<file path="src/rtl/bcd_scan_ctrl.sv">
// bcd_scan_ctrl: double-buffered, blanked scan controller for a multiplexed 7-segment display
// Ports: clk, reset (sync, active-high), enable (scan run), digits_in (packed BCD, digit 0 in [3:0]),
//   load (capture strobe) -> bcd_out (decoder nibble), digit_sel (one-hot enable), digit_idx,
//   frame_done (last SHOW cycle of top digit), busy (not idle).
// Optional leading-zero blanking: define BCD_SCAN_LZ_BLANK_EN.
module bcd_scan_ctrl #(
  parameter int NUM_DIGITS   = 4,
  parameter int PRESCALE     = 1000,
  parameter int BLANK_CYCLES = 2
) (
  input  logic                          clk,
  input  logic                          reset,
  input  logic                          enable,
  input  logic [4*NUM_DIGITS-1:0]       digits_in,
  input  logic                          load,
  output logic [3:0]                    bcd_out,
  output logic [NUM_DIGITS-1:0]         digit_sel,
  output logic [$clog2(NUM_DIGITS)-1:0] digit_idx,
  output logic                          frame_done,
  output logic                          busy
);
  localparam int IW   = $clog2(NUM_DIGITS);
  localparam int CMAX = PRESCALE > BLANK_CYCLES ? PRESCALE : BLANK_CYCLES;
  localparam int CW   = $clog2(CMAX + 1);
  typedef enum logic [1:0] {IDLE, BLANK, SHOW} state_t;
  state_t state, state_n;
  logic [CW-1:0] cnt, cnt_n;
  logic [IW-1:0] idx_n;
  logic [4*NUM_DIGITS-1:0] pending, pending_n, active, active_n;
  logic xfer, last, show;
`ifdef BCD_SCAN_LZ_BLANK_EN
  logic [NUM_DIGITS-1:0] mask, mask_n;
  logic z;
`endif
  // outputs are registered from next-state values so they line up with the state register
  always_comb begin
    state_n   = state;
    cnt_n     = cnt;
    idx_n     = digit_idx;
    xfer      = 1'b0;
    last      = digit_idx == IW'(NUM_DIGITS - 1);
    if (!enable) begin
      state_n = IDLE;
      cnt_n   = '0;
      idx_n   = '0;
    end else if (state == IDLE) begin
      state_n = BLANK;
      cnt_n   = CW'(BLANK_CYCLES - 1);
      idx_n   = '0;
      xfer    = 1'b1;
    end else if (cnt != '0) begin
      cnt_n = cnt - 1'b1;
    end else if (state == BLANK) begin
      state_n = SHOW;
      cnt_n   = CW'(PRESCALE - 1);
    end else begin
      state_n = BLANK;
      cnt_n   = CW'(BLANK_CYCLES - 1);
      idx_n   = last ? '0 : digit_idx + 1'b1;
      xfer    = last;
    end
    // a load coinciding with a transfer bypasses straight into the active buffer
    pending_n = load ? digits_in : pending;
    active_n  = xfer ? pending_n : active;
`ifdef BCD_SCAN_LZ_BLANK_EN
    mask_n = mask;
    z      = 1'b1;
    if (xfer) begin
      mask_n[0] = 1'b0;
      for (int k = NUM_DIGITS - 1; k > 0; k--) begin
        z         = z & (active_n[4*k +: 4] == 4'd0);
        mask_n[k] = z;
      end
    end
    show = state_n == SHOW && !mask_n[idx_n];
`else
    show = state_n == SHOW;
`endif
  end
  always_ff @(posedge clk) begin
    if (reset) begin
      state      <= IDLE;
      cnt        <= '0;
      digit_idx  <= '0;
      pending    <= '0;
      active     <= '0;
      bcd_out    <= '0;
      digit_sel  <= '0;
      frame_done <= 1'b0;
      busy       <= 1'b0;
`ifdef BCD_SCAN_LZ_BLANK_EN
      mask       <= '0;
`endif
    end else begin
      state      <= state_n;
      cnt        <= cnt_n;
      digit_idx  <= idx_n;
      pending    <= pending_n;
      active     <= active_n;
      bcd_out    <= state_n == BLANK ? active_n[4*idx_n +: 4] : bcd_out;
      digit_sel  <= show ? NUM_DIGITS'(1) << idx_n : '0;
      frame_done <= state_n == SHOW && cnt_n == '0 && idx_n == IW'(NUM_DIGITS - 1);
      busy       <= state_n != IDLE;
`ifdef BCD_SCAN_LZ_BLANK_EN
      mask       <= mask_n;
`endif
    end
  end
endmodule

</file>
<file path="config.mk">
export PLATFORM = sky130hd
export DESIGN_NAME = bcd_scan_ctrl
export DESIGN_NICKNAME = d
export VERILOG_FILES = /design/src/rtl/bcd_scan_ctrl.sv
export SDC_FILE = /design/constraint.sdc
export NUM_CORES = 1
export LEC_CHECK = 0
export ABC_CLOCK_PERIOD_IN_PS = 6500
export CAP_MARGIN = 10
export CORE_MARGIN = 3
export CORE_UTILIZATION = 58
export DETAILED_ROUTE_END_ITERATION = 8
export PLACE_DENSITY = 0.82
export SETUP_SLACK_MARGIN = 0.05
export SYNTH_ARGS = -nofsm -noshare
export SYNTH_HDL_FRONTEND = slang
export SYNTH_SLANG_ARGS = --single-unit
export TNS_END_PERCENT = 5
</file>
<file path="constraint.sdc">
create_clock -name clk -period 6.5 [get_ports clk]
set_input_delay 1.3 -clock clk [delete_from_list [all_inputs] [get_ports clk]]
set_output_delay 1.3 -clock clk [all_outputs]
set_load 0.1 [all_outputs]
</file>
==> results of run 1 <==
layout by cell type (no fill, tap or decap), types with 2 or more instances in the layout:
cell type	netlist	layout
nor2b_1	2	2
xnor2_1	5	5
mux2i_1	22	22
a211oi_1	13	13
dfxtp_1	56	56
or2_2	3	3
ha_1	3	3
o31ai_1	3	3
clkbuf_8	3	5
o21ai_0	6	6
or2b_4	2	2
a21oi_1	12	12
a31oi_1	4	4
clkdlybuf4s50_1	0	31
nand2_1	20	20
o211ai_2	4	4
and2_1	3	3
o221ai_1	4	4
o22ai_1	5	5
and3_1	3	3
nand3b_1	4	4
nor3_1	8	8
nor2_1	42	42
inv_1	14	14
or3_1	6	6
o2111ai_1	8	8
registers in the layout, summed over array words and instances, names as in the netlist:
name	cells
busy	1
cnt	10
digit_sel	4
frame_done	1
digit_idx	2
active	16
state	2
pending	16
bcd_out	4
kinds of logic (layout without fill, tap and decap cells):
logic type / count (synthesis) / in the layout
buffers and inverters: 35 / 54
AOI/OAI and AO/OA: 65 / 65
adders and majority gates: 3 / 3
muxes: 23 / 23
and+or+nand+nor: 106 / 106
xor gates and xnor gates: 5 / 5
DFF: 56 / 56
final cells by class:
class                      instances  area [um2]  share of cell area
clock buffer                       5        68.8              0.0228
multi-input combinational        202        1370               0.454
clock inverter                     3        21.3             0.00705
inverter                          14        52.6              0.0174
tap                               52        65.1              0.0216
timing repair buffer              32         318               0.105
sequential                        56        1120               0.372
worst paths after layout:
kind	start	endpoint
max	enable	bcd_out[0]$_SDFFE_PP0N_
min	active[1]$_SDFF_PP0_	active[1]$_SDFF_PP0_
max reg2reg	cnt[2]$_SDFF_PP0_	bcd_out[0]$_SDFFE_PP0N_
min reg2reg	active[1]$_SDFF_PP0_	active[1]$_SDFF_PP0_
power breakdown:
group,internal (uW),leakage (uW),total (uW),switching (uW)
clock,76.7,0.0000445,193,116
combinational,61.2,0.000684,161,99.4
sequential,363,0.000459,376,13.0
total,501,0.00119,729,228
Yosys cell counts (6+ instances only):
| library cell | n | area (um2) |
|---|---|---|
| buf_6 | 7 | 78.8 |
| a21oi_1 | 12 | 60.1 |
| nor2_1 | 42 | 158 |
| nand2_1 | 20 | 75.1 |
| a211oi_1 | 13 | 97.6 |
| o21ai_0 | 6 | 30.0 |
| mux2i_1 | 22 | 220 |
| or3_1 | 6 | 37.5 |
| dfxtp_1 | 56 | 1120 |
| inv_1 | 14 | 52.6 |
| nor3_1 | 8 | 40.0 |
| o2111ai_1 | 8 | 70.1 |
tightest hold or removal path, stage by stage, from the launching register on:
cell and delay [ns]:
dfxtp_1 0.32, nand2_1 0.05, a21oi_1 0.05
through the flow:
step	hold slack, ns	setup WS, ns	area, um2	cells
finish	0.462	2.64	3020	364
global route	0.496	2.45	3020	364
CTS	0.462	2.69	3020	364
detailed placement	0.447	2.37	2930	356
global placement	0.445	2.51	2930	356
floorplan	0.436	3.58	2730	293
metal layers:
layer  vias up  track usage  part of all wire
met4         0       0.0692             0.012
met3         9       0.0378             0.058
met5         -            0                 0
li1       1080            -                 -
met2        77        0.356              0.48
met1      1052        0.317              0.45
==> results.json, run 1 <==
{
  "status": "finished, final reports clean",
  "drtIter0Drc": 191,
  "root_buffer": "clkbuf_8",
  "cts-buffers-inserted": 5,
  "synth-simple-area-share": 0.206,
  "vdd_drop_max_v": 0.000150,
  "hold_viol": 0,
  "antenna_found_initial": 0,
  "avgSynthCellArea_um2": 9.31,
  "vias": 2218,
  "yosys.area_share.adder": 0.0138,
  "die_area_mm2": 0.00556,
  "fp.coreArea_mm2": 0.00444,
  "hold_buffers": 0,
  "ys_warn_count": 0,
  "synthMuxAreaShare": 0.0863,
  "setup_tns_ns": 0,
  "tightest_slew_ns": 1.23,
  "gr-usage-all-layers": 0.226,
  "synth-compound-area-share": 0.181,
  "n_antenna_cell": 0,
  "num_io_pins": 32,
  "clkSinkCount": 56,
  "fmax_mhz": 259,
  "drt_wl_total_mm": 5.78,
  "synth_nets": 316,
  "die_h_um": 74.6,
  "skew_ns": 0.0125,
  "clk_pin_slew_ns": 0.11,
  "grt.overflow.total": 0,
  "grt_pass1_wl_mm": 9.80,
  "cap_violations": 0,
  "worstSetupPathType": "input pin to register",
  "synth-main-ff-cell": "dfxtp_1",
  "synthXorXnorAreaFrac": 0.0161,
  "clockBufferDepth": 2,
  "cp-end-kind": "register",
  "reg2reg_depth": 6,
  "grt_start_max_net_pins": 46,
  "hold_depth": 2,
  "routed_via_density": 6.09,
  "crit_cells": 7,
  "initial_core_util": 0.613,
  "power_density_mw_per_mm2": 242,
  "final_antenna_net_count": 0,
  "h-tree-depth": 2,
  "die_w_um": 74.6,
  "total_power_uw": 729,
  "synth_top_family_by_area": "simple AND/OR/NAND/NOR gates",
  "required_ns": 6.71,
  "leakagePower_uw": 0.00119,
  "max_slew_margin": 0.160,
  "drc_errors": 0,
  "cpPeakStageDelay_ns": 0.96,
  "core.rowCount": 24,
  "worstPathMaxFanout": 14,
  "cts_setup_buffers": 0,
  "setup_viol": 0,
  "areaGrowthSynthToFinish_pct": 10.6,
  "synth_edf_count": 0,
  "fillers": 365,
  "fin_util": 0.679,
  "critical_path.cell_chain": "clkdlybuf4s50_1 -> o21a_1 -> nand2_1 -> mux2i_1 -> mux2i_1 -> o2111ai_1 -> o211ai_2",
  "final_max_slew_viol_count": 0,
  "cts_tree": "yes",
  "start_kind": "input pin",
  "globalplace.congestion": 0.875,
  "async_flop_share": 0,
  "synth_cell_types": 50,
  "firstDrtPassIters": 4,
  "cp_common_cell": "mux2i_1",
  "hp-class": "register to register",
  "numPortBuffers": 31,
  "syn_inst": 293,
  "r2r_slack_ns": 3.20,
  "cp_top_family": "multiplexers",
  "grt_pass1_vias": 2053,
  "crit_arrival_ns": 4.06,
  "cts-resized-gates": 0,
  "min_period_ns": 3.86,
  "cp_num_buf_inv": 1,
  "hpwl_mm": 4.22,
  "rsz0062_at_grt": "false",
  "final_nets": 334,
  "fin_crit_sh": 0.594,
  "drive_gt1_frac": 0.0897,
  "ys_ff_latch": 56,
  "ys_seq_area_frac": 0.411,
  "clock_latency_ns": 0.31,
  "synth_area_mm2": 0.00273,
  "wire_per_inst_um": 15.9,
  "crit_slowest_cell": "mux2i_1"
}
(Power assumes the default switching activity.)
==> run 2: changes to the inputs <==
ABC_CLOCK_PERIOD_IN_PS = 3650   (was 6500)
CORE_UTILIZATION = 55   (was 58)
PLACE_DENSITY = 0.79   (was 0.82)
clock period = 3.65 ns   (was 6.5 ns; I/O delays follow)
==> run 2 against run 1 <==
Effect of this change: worst hold slack got worse by 0.0016 ns; non-clock buffer count increased by 4; cell count increased by 4.7%; register-to-register slack got worse by 2.4 ns; largest power group unchanged; critical endpoint unchanged; setup slack got worse by 1.8 ns; critical path type is now register to register; power increased by 79%; die area increased by 5.0%.
==> results.json, run 2 (synthesis gave the netlist of run 1 again) <==
{
  "status": "finished, final reports clean",
  "start_kind": "register",
  "skew_ns": 0.00875,
  "total_power_uw": 1300,
  "reg2reg_depth": 6,
  "hold_buffers": 0,
  "power.switching_uw": 392,
  "worstPathMaxFanout": 11,
  "final_max_slew_viol_count": 0,
  "tightest_slew_ns": 0.978,
  "pwr-share-clk": 0.267,
  "place_area_mm2": 0.00297,
  "cts-resized-gates": 0,
  "final_common_cell": "dfxtp_1",
  "grt_pass1_vias": 1953,
  "routed_via_density": 5.78,
  "power_frac_comb": 0.221,
  "clockBufferDepth": 2,
  "die_w_um": 76.4,
  "cts_setup_buffers": 0,
  "root_buffer": "clkbuf_8",
  "n_antenna_cell": 0,
  "clk_pin_slew_ns": 0.10,
  "cp_common_cell": "or3_1",
  "setup_tns_ns": 0,
  "firstDrtPassIters": 4,
  "reg_top3": "active x16, pending x16, cnt x10",
  "leakagePower_uw": 0.00121,
  "stdcell_area_mm2": 0.00307,
  "setup_viol": 0,
  "hp-class": "register to register",
  "swShare": 0.301,
  "fmax_mhz": 355,
  "cap_violations": 0,
  "clkSinkCount": 56,
  "final_antenna_net_count": 0,
  "power_density_mw_per_mm2": 425,
  "fillers": 384,
  "gr-usage-all-layers": 0.192,
  "vdd_drop_max_v": 0.000251,
  "r2r-start": "cnt[2]$_SDFF_PP0_",
  "clock_latency_ns": 0.31,
  "drtIter0Drc": 193,
  "grt_start_max_net_pins": 45,
  "h-tree-depth": 2,
  "drive_gt1_frac": 0.0981,
  "cp-end-kind": "register",
  "grt.overflow.total": 0,
  "grt_pass1_wl_mm": 9.22,
  "rsz0062_at_grt": "false",
  "num_io_pins": 32,
  "vias": 2203,
  "r2r_slack_ns": 0.83,
  "core.rowCount": 24,
  "hold_viol": 0,
  "drc_errors": 0,
  "fp.coreArea_mm2": 0.00456,
  "p_seq_frac": 0.512,
  "hpwl_mm": 3.97,
  "crit_arrival_ns": 3.02,
  "initial_core_util": 0.597,
  "numPortBuffers": 31,
  "wire_per_inst_um": 14.5,
  "required_ns": 3.85,
  "final_nets": 338,
  "mostFrequentLayoutCells": "dfxtp_1 (56), nor2_1 (42), clkdlybuf4s50_1 (31), mux2i_1 (22), nand2_1 (20)",
  "cp-startpoint": "cnt[2]$_SDFF_PP0_",
  "min_period_ns": 2.82,
  "r2r-end": "bcd_out[0]$_SDFFE_PP0N_",
  "areaGrowthSynthToFinish_pct": 12.5,
  "max_slew_margin": 0.346,
  "cts_tree": "yes",
  "worstSetupPathType": "register to register",
  "die_h_um": 76.4,
  "fin_crit_sh": 0.772,
  "globalplace.congestion": 0.872,
  "cpPeakStageDelay_ns": 0.62,
  "whs_ns": 0.460,
  "p_int_uw": 913,
  "critical_path.cell_chain": "or3_1 -> or3_1 -> o21ai_0 -> o22ai_1 -> o2111ai_1 -> o211ai_2",
  "crit_slowest_cell": "o21ai_0",
  "endpoint": "bcd_out[0]$_SDFFE_PP0N_",
  "cts-buffers-inserted": 5,
  "antenna_found_initial": 0,
  "die_area_mm2": 0.00584,
  "drt_wl_total_mm": 5.53
}
-- run 2: cell count changes in the layout (fill, tap and decap cells not counted), sizes merged --
cell	previous run	this run
buf	1	5
clkinv	1	0
inv	15	14
clkbuf	5	7
-- run 2: worst min path at each step --
stage                                     from                   end  cells past startpoint
after floorplan           active[0]$_SDFF_PP0_  active[0]$_SDFF_PP0_                      2
after global placement    active[2]$_SDFF_PP0_  active[2]$_SDFF_PP0_                      2
after detailed placement  active[1]$_SDFF_PP0_  active[1]$_SDFF_PP0_                      2
after CTS                 active[3]$_SDFF_PP0_  active[3]$_SDFF_PP0_                      2
after global routing      active[3]$_SDFF_PP0_  active[3]$_SDFF_PP0_                      2
final                     active[3]$_SDFF_PP0_  active[3]$_SDFF_PP0_                      2
-- run 2: metal layers --
metal | global-route usage | vias to the layer above | share of wire
li1 | - | 1081 | -
met1 | 0.267 | 1042 | 0.48
met2 | 0.294 | 73 | 0.45
met3 | 0.0402 | 7 | 0.052
met4 | 0.0634 | 0 | 0.014
met5 | 0 | - | 0
-- run 2: critical path, delay by kind of cell (launching register included) --
kind	cells	cell delay [ns]
AND/OR/NAND/NOR	2	1.20
flip-flops	1	0.39
AO/OA/AOI/OAI	4	1.12
-- run 2: layout make-up --
| class | count | area, um2 | area share |
|---|---|---|---|
| multi-input cells | 202 | 1370 | 0.447 |
| well taps | 65 | 81.3 | 0.0265 |
| inverters | 14 | 52.6 | 0.0171 |
| repair buffers | 36 | 348 | 0.113 |
| clock inverters | 1 | 7.51 | 0.00245 |
| clock buffers | 7 | 86.3 | 0.0282 |
| flip-flops and latches | 56 | 1120 | 0.366 |
-- run 2: power by group through the flow --
| stage | Clock [uW] | Sequential, uW | Combinational, uW |
|---|---|---|---|
| global route | 378 | 672 | 313 |
| floorplan | 0 | 718 | 189 |
| global placement | 0 | 681 | 282 |
| CTS | 360 | 668 | 287 |
| finish | 349 | 668 | 288 |
| detailed placement | 0 | 681 | 285 |
-- run 2: stage by stage --
stage | worst slack [ns] | utilization | instances
floorplan | 1.20 | - | 293
global placement | 0.877 | 0.651 | 373
detailed placement | 0.786 | 0.651 | 373
CTS | 0.906 | 0.672 | 381
global route | 0.719 | 0.672 | 381
finish | 0.834 | 0.672 | 381
